### src/rtl/mem_req_initiator.sv
// mem_req_initiator
//   Bus-initiator side of the memory request/response protocol. It takes one
//   load/store command at a time from the memory stage and presents it to the
//   responder as a single-cycle request. It then waits for the registered
//   response and returns the extended load data, or an error flag.
//
//   Optional feature macro: MEM_INIT_RETRY_EN. When it is defined, a timed-out
//   request is re-issued up to RETRY_MAX times before an error is reported.
//
//   Ports
//     clk, aresetn           clock, asynchronous active-low reset
//     i_cmd_* / o_cmd_ready  command handshake (ready only in IDLE)
//     o_rsp_*                one-cycle completion pulse, data, error
//     o_req_*                request to responder (count NONE when not requesting)
//     i_res_*                registered response from responder
`ifndef ADDR_W
`define ADDR_W 32
`endif
`ifndef WORD_W
`define WORD_W 32
`endif
`ifndef MEM_COUNT_W
`define MEM_COUNT_W 2
`define MEM_COUNT_NONE 2'd0
`define MEM_COUNT_BYTE 2'd1
`define MEM_COUNT_HALF 2'd2
`define MEM_COUNT_WORD 2'd3
`endif
`ifndef MEM_CODE_W
`define MEM_CODE_W 2
`define MEM_CODE_NONE 2'd0
`define MEM_CODE_READ 2'd1
`define MEM_CODE_WRITE 2'd2
`define MEM_CODE_INVALID 2'd3
`endif

module mem_req_initiator #(
  parameter int TIMEOUT_CYCLES = 15,
  parameter int RETRY_MAX      = 2
) (
  input  logic                    clk,
  input  logic                    aresetn,
  input  logic                    i_cmd_valid,
  output logic                    o_cmd_ready,
  input  logic [`ADDR_W-1:0]      i_cmd_addr,
  input  logic [`WORD_W-1:0]      i_cmd_wr_data,
  input  logic                    i_cmd_wr_en,
  input  logic [`MEM_COUNT_W-1:0] i_cmd_count,
  input  logic                    i_cmd_signed,
  output logic                    o_rsp_valid,
  output logic [`WORD_W-1:0]      o_rsp_rd_data,
  output logic                    o_rsp_err,
  output logic [`ADDR_W-1:0]      o_req_addr,
  output logic [`WORD_W-1:0]      o_req_wr_data,
  output logic                    o_req_wr_en,
  output logic [`MEM_COUNT_W-1:0] o_req_count,
  input  logic [`WORD_W-1:0]      i_res_rd_data,
  input  logic [`MEM_CODE_W-1:0]  i_res_code
);

  // Number of re-issues allowed after a timeout; zero when retry is compiled out.
`ifdef MEM_INIT_RETRY_EN
  localparam int EFF_RETRY = RETRY_MAX;
`else
  localparam int EFF_RETRY = RETRY_MAX * 0;
`endif

  typedef enum logic [1:0] {S_IDLE, S_REQ, S_WAIT, S_DONE} state_t;

  state_t                  r_state;
  logic [`ADDR_W-1:0]      r_addr;
  logic [`WORD_W-1:0]      r_wdata;
  logic                    r_wr;
  logic [`MEM_COUNT_W-1:0] r_cnt;
  logic                    r_sgn;
  logic [7:0]              r_tmo;
  logic [7:0]              r_retry;

  logic w_bad_cmd, w_tmo_hit, w_code_err, w_can_retry;

  // Commands that can never be legal on the bus complete without a request.
  assign w_bad_cmd = (i_cmd_count == `MEM_COUNT_NONE) ||
                     ((i_cmd_count == `MEM_COUNT_HALF) && i_cmd_addr[0]) ||
                     ((i_cmd_count == `MEM_COUNT_WORD) && (i_cmd_addr[1:0] != 2'b00));
  assign w_tmo_hit   = ((r_tmo + 8'd1) == TIMEOUT_CYCLES[7:0]);
  assign w_can_retry = (r_retry < EFF_RETRY[7:0]);
  assign w_code_err  = (i_res_code == `MEM_CODE_INVALID) ||
                       ((i_res_code == `MEM_CODE_READ)  &&  r_wr) ||
                       ((i_res_code == `MEM_CODE_WRITE) && !r_wr);

  function automatic logic [`WORD_W-1:0] f_ext(input logic [`WORD_W-1:0] d,
                                               input logic [`MEM_COUNT_W-1:0] c,
                                               input logic s);
    case (c)
      `MEM_COUNT_BYTE: f_ext = {{24{s & d[7]}}, d[7:0]};
      `MEM_COUNT_HALF: f_ext = {{16{s & d[15]}}, d[15:0]};
      default:         f_ext = d;
    endcase
  endfunction

  always_ff @(posedge clk or negedge aresetn) begin
    if (!aresetn) begin
      r_state       <= S_IDLE;
      o_cmd_ready   <= 1'b1;
      o_rsp_valid   <= 1'b0;
      o_rsp_err     <= 1'b0;
      o_rsp_rd_data <= '0;
      o_req_addr    <= '0;
      o_req_wr_data <= '0;
      o_req_wr_en   <= 1'b0;
      o_req_count   <= `MEM_COUNT_NONE;
      r_addr        <= '0;
      r_wdata       <= '0;
      r_wr          <= 1'b0;
      r_cnt         <= `MEM_COUNT_NONE;
      r_sgn         <= 1'b0;
      r_tmo         <= '0;
      r_retry       <= '0;
    end else begin
      case (r_state)
        S_IDLE: begin
          r_retry <= '0;
          if (i_cmd_valid && o_cmd_ready) begin
            o_cmd_ready <= 1'b0;
            r_addr      <= i_cmd_addr;
            r_wdata     <= i_cmd_wr_data;
            r_wr        <= i_cmd_wr_en;
            r_cnt       <= i_cmd_count;
            r_sgn       <= i_cmd_signed;
            if (w_bad_cmd) begin
              r_state       <= S_DONE;
              o_rsp_valid   <= 1'b1;
              o_rsp_err     <= 1'b1;
              o_rsp_rd_data <= '0;
            end else begin
              r_state       <= S_REQ;
              o_req_addr    <= i_cmd_addr;
              o_req_wr_data <= i_cmd_wr_data;
              o_req_wr_en   <= i_cmd_wr_en;
              o_req_count   <= i_cmd_count;
            end
          end
        end
        S_REQ: begin
          // Request is visible for exactly this cycle.
          o_req_count <= `MEM_COUNT_NONE;
          o_req_wr_en <= 1'b0;
          r_tmo       <= '0;
          r_state     <= S_WAIT;
        end
        S_WAIT: begin
          // A response in the limit cycle takes priority over the timeout.
          if (i_res_code != `MEM_CODE_NONE) begin
            r_state       <= S_DONE;
            o_rsp_valid   <= 1'b1;
            o_rsp_err     <= w_code_err;
            o_rsp_rd_data <= (!w_code_err && !r_wr) ? f_ext(i_res_rd_data, r_cnt, r_sgn) : '0;
          end else if (w_tmo_hit) begin
            if (w_can_retry) begin
              r_retry       <= r_retry + 8'd1;
              r_state       <= S_REQ;
              o_req_addr    <= r_addr;
              o_req_wr_data <= r_wdata;
              o_req_wr_en   <= r_wr;
              o_req_count   <= r_cnt;
            end else begin
              r_state       <= S_DONE;
              o_rsp_valid   <= 1'b1;
              o_rsp_err     <= 1'b1;
              o_rsp_rd_data <= '0;
            end
          end else begin
            r_tmo <= r_tmo + 8'd1;
          end
        end
        default: begin
          o_rsp_valid   <= 1'b0;
          o_rsp_err     <= 1'b0;
          o_rsp_rd_data <= '0;
          o_cmd_ready   <= 1'b1;
          r_state       <= S_IDLE;
        end
      endcase
    end
  end

endmodule

### config.mk
export PLATFORM = sky130hd
export DESIGN_NAME = mem_req_initiator
export DESIGN_NICKNAME = d
export VERILOG_FILES = /design/src/rtl/mem_req_initiator.sv
export SDC_FILE = /design/constraint.sdc
export NUM_CORES = 1
export LEC_CHECK = 0
export ABC_AREA = 1
export CAP_MARGIN = 10
export CORE_MARGIN = 2
export CORE_UTILIZATION = 47
export CTS_BUF_LIST = sky130_fd_sc_hd__clkbuf_16
export DETAILED_ROUTE_END_ITERATION = 6
export PLACE_DENSITY = 0.85
export REMOVE_ABC_BUFFERS = 1
export SLEW_MARGIN = 10
export SYNTH_ARGS = -nofsm -noshare
export SYNTH_HDL_FRONTEND = slang
export SYNTH_SLANG_ARGS = --single-unit
### constraint.sdc
create_clock -name clk -period 3.55 [get_ports clk]
set_clock_uncertainty 0.05 [all_clocks]
set_input_delay 1.065 -clock clk [delete_from_list [all_inputs] [get_ports clk]]
set_output_delay 1.065 -clock clk [all_outputs]
set_load 0.01 [all_outputs]
==> results of run 1 <==
-- cells by family after synthesis --
group / share of synthesized area
AO/OA/AOI/OAI: 0.02652
buffers and inverters: 0.06031
flip-flops: 0.5447
AND/OR/NAND/NOR: 0.3436
XOR/XNOR: 0.001643
multiplexers: 0.002112
adder cells (fa/ha/maj): 0.02112
-- report_power, final --
part	leakage [nW]	internal [W]	total (W)	switching [W]
combinational	2.18	0.00135	0.00313	0.00178
clock	0.270	0.00103	0.00167	0.000634
sequential	1.50	0.00182	0.00213	0.000308
total	3.94	0.00421	0.00693	0.00272
-- synthesized netlist by cell type --
master,count
ha_1,9
nand3_2,1
nor2_2,1
clkbuf_1,22
or2_2,2
o21ai_0,11
nand2_4,1
dfrtp_1,115
a21oi_1,13
nor2_1,61
nand4_1,34
mux2_2,1
nor3_1,3
a21oi_2,1
and2_1,1
nand3_4,1
o21ai_1,1
nand3_1,85
buf_1,2
inv_1,30
buf_6,5
o211ai_1,1
clkinv_1,1
dfstp_2,1
xnor2_1,1
nand2_1,236
buf_2,11
inv_2,1
-- metrics by stage --
| stage | TNS (ns) | instance area [um2] | hold slack [ns] |
|---|---|---|---|
| global placement | 0 | 7465 | 0.4033 |
| detailed placement | 0 | 7465 | 0.4075 |
| finish | 0 | 8049 | 0.4156 |
| global route | 0 | 8049 | 0.4396 |
| floorplan | -25.29 | 5130 | 0.4282 |
| CTS | 0 | 8049 | 0.4214 |
-- per-layer routing --
metal / vias up / track usage / wire length, um
met3: 17 / 0.09934 / 1382
li1: 2498 / - / -
met5: - / 0 / 0
met2: 229 / 0.4139 / 7299
met1: 2485 / 0.3159 / 6270
met4: 0 / 0.06833 / 184
-- registers in the layout, summed over array words and instances (netlist names), 2 cells and up --
name and flops:
o_req_addr 32, o_req_count 2, o_req_wr_data 32, o_rsp_rd_data 32, r_cnt 2, r_state 2, r_tmo 8
-- worst max path at each step --
| stage | from | to | slack [ns] | depth (start not counted) |
|---|---|---|---|---|
| 6_report | o_cmd_ready | o_cmd_ready | 0.90 | 1 |
| 5_1_grt | i_cmd_count[0] | o_req_addr[29] | 0.82 | 10 |
| 4_1_cts | o_cmd_ready | o_cmd_ready | 0.88 | 1 |
| 3_5_place_dp | i_cmd_count[0] | o_req_addr[26] | 0.58 | 10 |
| 3_3_place_gp | i_res_code[1] | o_rsp_rd_data[17] | 0.66 | 7 |
| 2_1_floorplan | i_cmd_valid | o_req_addr[0] | -0.50 | 6 |
-- area by class of cell --
type / instances / area, um2 / share of cell area
timing repair buffer: 217 / 2155 / 0.2677
clock buffer: 17 / 425.4 / 0.05285
inverter: 32 / 120.1 / 0.01492
clock inverter: 15 / 158.9 / 0.01974
multi-input combinational: 464 / 2111 / 0.2622
sequential: 116 / 2904 / 0.3608
tap: 140 / 175.2 / 0.02176
==> impl_metrics.ini, run 1 <==
[final_layout]
final_util = 0.7360
area_growth_pct = 50.97
finish.net_count = 962
drive_gt1_frac = 0.06388
diodes = 0
finalNonFillerCells = 1001
layout_common_cells = 235 x nand2_1, 205 x clkdlybuf4s50_1, 115 x dfrtp_1
layout_commonest_cell = nand2_1
nFillCells = 792

[sta]
period_share = 0.7459
setup_slack_ns = 0.9020
max_freq_mhz = 377.7
tightest_slew_ns = 0.8790
setup_viol = 0
slew_headroom = 0.4140
drv_slew = 0
grt_setup_unrepaired = false
fin_crit_ns = 2.648
final_hold_viol_count = 0

[global_route]
grt_usage = 0.2536
grt_pass1_vias = 5281
grt_first_pass_wirelength_um = 25420
antenna_found_initial = 0
gr-total-overflow = 0
grt_start_max_net_pins = 69

[critical_path]
crit_buf_inv = 1
cp-end-kind = primary output
start_kind = flop
critPathTopFamily = buffers and inverters
critPathMaxFanout = 4
crit_required_ns = 2.43
cp_cell_sequence = clkdlybuf4s50_1
r2r_slack_ns = 1.16
crit_type = reg2out
r2r_cells = 11
slowest_stage = clkdlybuf4s50_1
reg2reg_from = r_tmo[0]
reg2reg_to = o_rsp_rd_data[17]
critPathMaxStageDelay_ns = 0.57
cp.arrival_ns = 1.53

[clock_tree]
clock_latency_ns = 0.41
cts_hold_buf = 0
cts_tree = yes
post_cts_buffers = 0
htreeDepth = 4
root_buffer = clkbuf_16
cts-resized-gates = 0
cts_buffers = 17
cts.sinks = 116
clkTransAtPathRegs_ns = 0.05
clockBufferDepth = 2

[hold_path]
hp-start = o_rsp_rd_data[10]
hold_path_end = o_rsp_rd_data[10]
min_path_type = reg2reg
worstHoldPathCells = 2

[logic_synthesis]
syn-instance-count = 652
ys_ff_latch = 116
syn_area_um2 = 5331
yosysTopAreaCellShare = 0.5398
ys_seq_area_frac = 0.5447
synth_top_area_cell = dfrtp_1
ys_types = 28
syn_area_per_cell_um2 = 8.177
synth_area_leaders = dfrtp_1 54%, nand2_1 17%, nand3_1 8.0%
synth_warnings = 0

[placement]
place_hpwl_um = 10470
place_worst_setup_slack_ns = 0.5846
portBuffers = 206
place_inst = 969
gp_congestion = 0.8203

[die]
die_y_um = 110.5
fp.dieW_um = 110.5
ios = 207
core-area_um2 = 10940
die_area_um2 = 12210
start_util = 0.4875
fp-row-count = 38

[flow_run]
maxCapViolCount = 0

[detailed_routing]
final_antenna_net_count = 0
drt_first_pass_iters = 5
vias = 5229
viasPerCell = 5.224
routed_wirelength_um = 15140
wl_per_cell_um = 15.12
drt_iter0_drc = 436
drc = 0

[power_and_ir_drop]
pwr_density_cell_nw_per_um2 = 860.8
leakagePower_nw = 3.945
peakVddDrop_mv = 0.4934
p_total_w = 0.006928

[status]
status = finished clean
No activity file was read; power rests on OpenSTA's default activity.
==> run 2, diff against run 1 <==
CORE_UTILIZATION = 44   (was 47)
PLACE_DENSITY = 0.81   (was 0.85)
clock period = 2.6 ns   (was 3.55 ns; I/O delays follow)
==> impl_metrics.ini, run 2 (synthesized netlist as in run 1, its figures left out) <==
[clock_tree]
cts_buffers = 17
cts_tree = yes
cts_hold_buf = 0
htreeDepth = 4
post_cts_buffers = 0
clock_latency_ns = 0.41
clockBufferDepth = 2
cts-resized-gates = 0
root_buffer = clkbuf_16
cts.sinks = 116
clkTransAtPathRegs_ns = 0.05

[detailed_routing]
drc = 0
final_antenna_net_count = 0
routed_wirelength_um = 16180
viasPerCell = 5.224
vias = 5292
drt_iter0_drc = 410
wl_per_cell_um = 15.97
drt_first_pass_iters = 5

[critical_path]
reg2reg_to = o_rsp_rd_data[28]
crit_buf_inv = 1
cp_cell_sequence = clkdlybuf4s50_1
critPathMaxStageDelay_ns = 0.56
cp-end-kind = primary output
crit_type = reg2out
cp.arrival_ns = 1.52
reg2reg_from = r_tmo[0]
slowest_stage = clkdlybuf4s50_1
crit_required_ns = 1.77
r2r_slack_ns = 0.36
critPathTopFamily = buffers and inverters
start_kind = flop
critPathMaxFanout = 4
r2r_cells = 12

[final_layout]
area_growth_pct = 52.87
final_util = 0.6842
layout_common_cells = 235 x nand2_1, 205 x clkdlybuf4s50_1, 115 x dfrtp_1
layout_commonest_cell = nand2_1
diodes = 0
finish.net_count = 967
reg.largest.list = o_req_addr x32, o_req_wr_data x32, o_rsp_rd_data x32
drive_gt1_frac = 0.06467

[die]
start_util = 0.4476
die_area_um2 = 13010
die_y_um = 114.1
fp-row-count = 40
core-area_um2 = 11910
fp.dieW_um = 114.1
ios = 207

[placement]
place_worst_setup_slack_ns = 0.05518
gp_congestion = 0.8218
place_hpwl_um = 11320
portBuffers = 206

[power_and_ir_drop]
leakagePower_nw = 4.013
pwr_density_cell_nw_per_um2 = 1181
peakVddDrop_mv = 0.9353

[global_route]
grt_pass1_vias = 5305
gr-total-overflow = 0
grt_usage = 0.2577
grt_first_pass_wirelength_um = 26130
antenna_found_initial = 0
grt_start_max_net_pins = 63

[sta]
drv_slew = 0
fin_crit_ns = 2.355
max_freq_mhz = 424.6
grt_setup_unrepaired = false
slew_headroom = 0.6145
period_share = 0.9058
final_hold_viol_count = 0
tightest_slew_ns = 0.5782
setup_viol = 0
setup_slack_ns = 0.2450

[flow_run]
maxCapViolCount = 0

[status]
status = finished clean

[hold_path]
min_path_type = in2async
-- run 2: cell count changes in the layout (fill, tap and decap cells not counted), sizes merged --
| cell | before | now |
|---|---|---|
| clkinvlp | 5 | 3 |
| buf | 12 | 17 |
| inv | 33 | 35 |
-- run 2: routing by layer --
| metal | global-route usage | vias up | part of all wire |
|---|---|---|---|
| met3 | 0.05611 | 65 | 0.048 |
| met1 | 0.3071 | 2558 | 0.38 |
| met5 | 0 | - | 0 |
| li1 | - | 2499 | - |
| met2 | 0.4373 | 170 | 0.52 |
| met4 | 0.1374 | 0 | 0.050 |
-- run 2: stage by stage --
stage | cells | instance area (um2) | TNS [ns] | hold WS (ns) | power, W
final | 1013 | 8150 | 0 | 0.3085 | 0.009629
after global routing | 1013 | 8150 | 0 | 0.3545 | 0.01025
after detailed placement | 981 | 7599 | 0 | 0.4070 | 0.007435
after floorplan | 612 | 5130 | -69.99 | 0.4282 | 0.005007
after CTS | 1013 | 8150 | 0 | 0.3369 | 0.009664
after global placement | 981 | 7599 | 0 | 0.4021 | 0.007259
-- run 2: worst max path at each step --
stage	start	end	slack [ns]	depth (start not counted)
after CTS	o_cmd_ready	o_cmd_ready	0.24	1
after global placement	i_cmd_count[0]	o_rsp_rd_data[10]	0.16	9
after floorplan	i_cmd_valid	o_req_addr[0]	-1.16	6
after global routing	o_cmd_ready	o_cmd_ready	0.21	1
final	o_cmd_ready	o_cmd_ready	0.25	1
after detailed placement	i_cmd_count[0]	o_rsp_rd_data[28]	0.06	9
-- run 2: area by class of cell --
cell class,instances,area (um2)
clock buffer,17,425.4
timing repair buffer,222,2280
multi-input combinational,464,2111
clock inverter,15,126.4
fill,921,3761
sequential,116,2904
inverter,32,120.1
tap,147,183.9
-- run 2: power breakdown --
group | switching, W | internal [W] | leakage (nW)
registers | 0.000397 | 0.00249 | 1.50
logic | 0.00254 | 0.00203 | 2.23
clock network | 0.000801 | 0.00138 | 0.281
total | 0.00374 | 0.00589 | 4.01
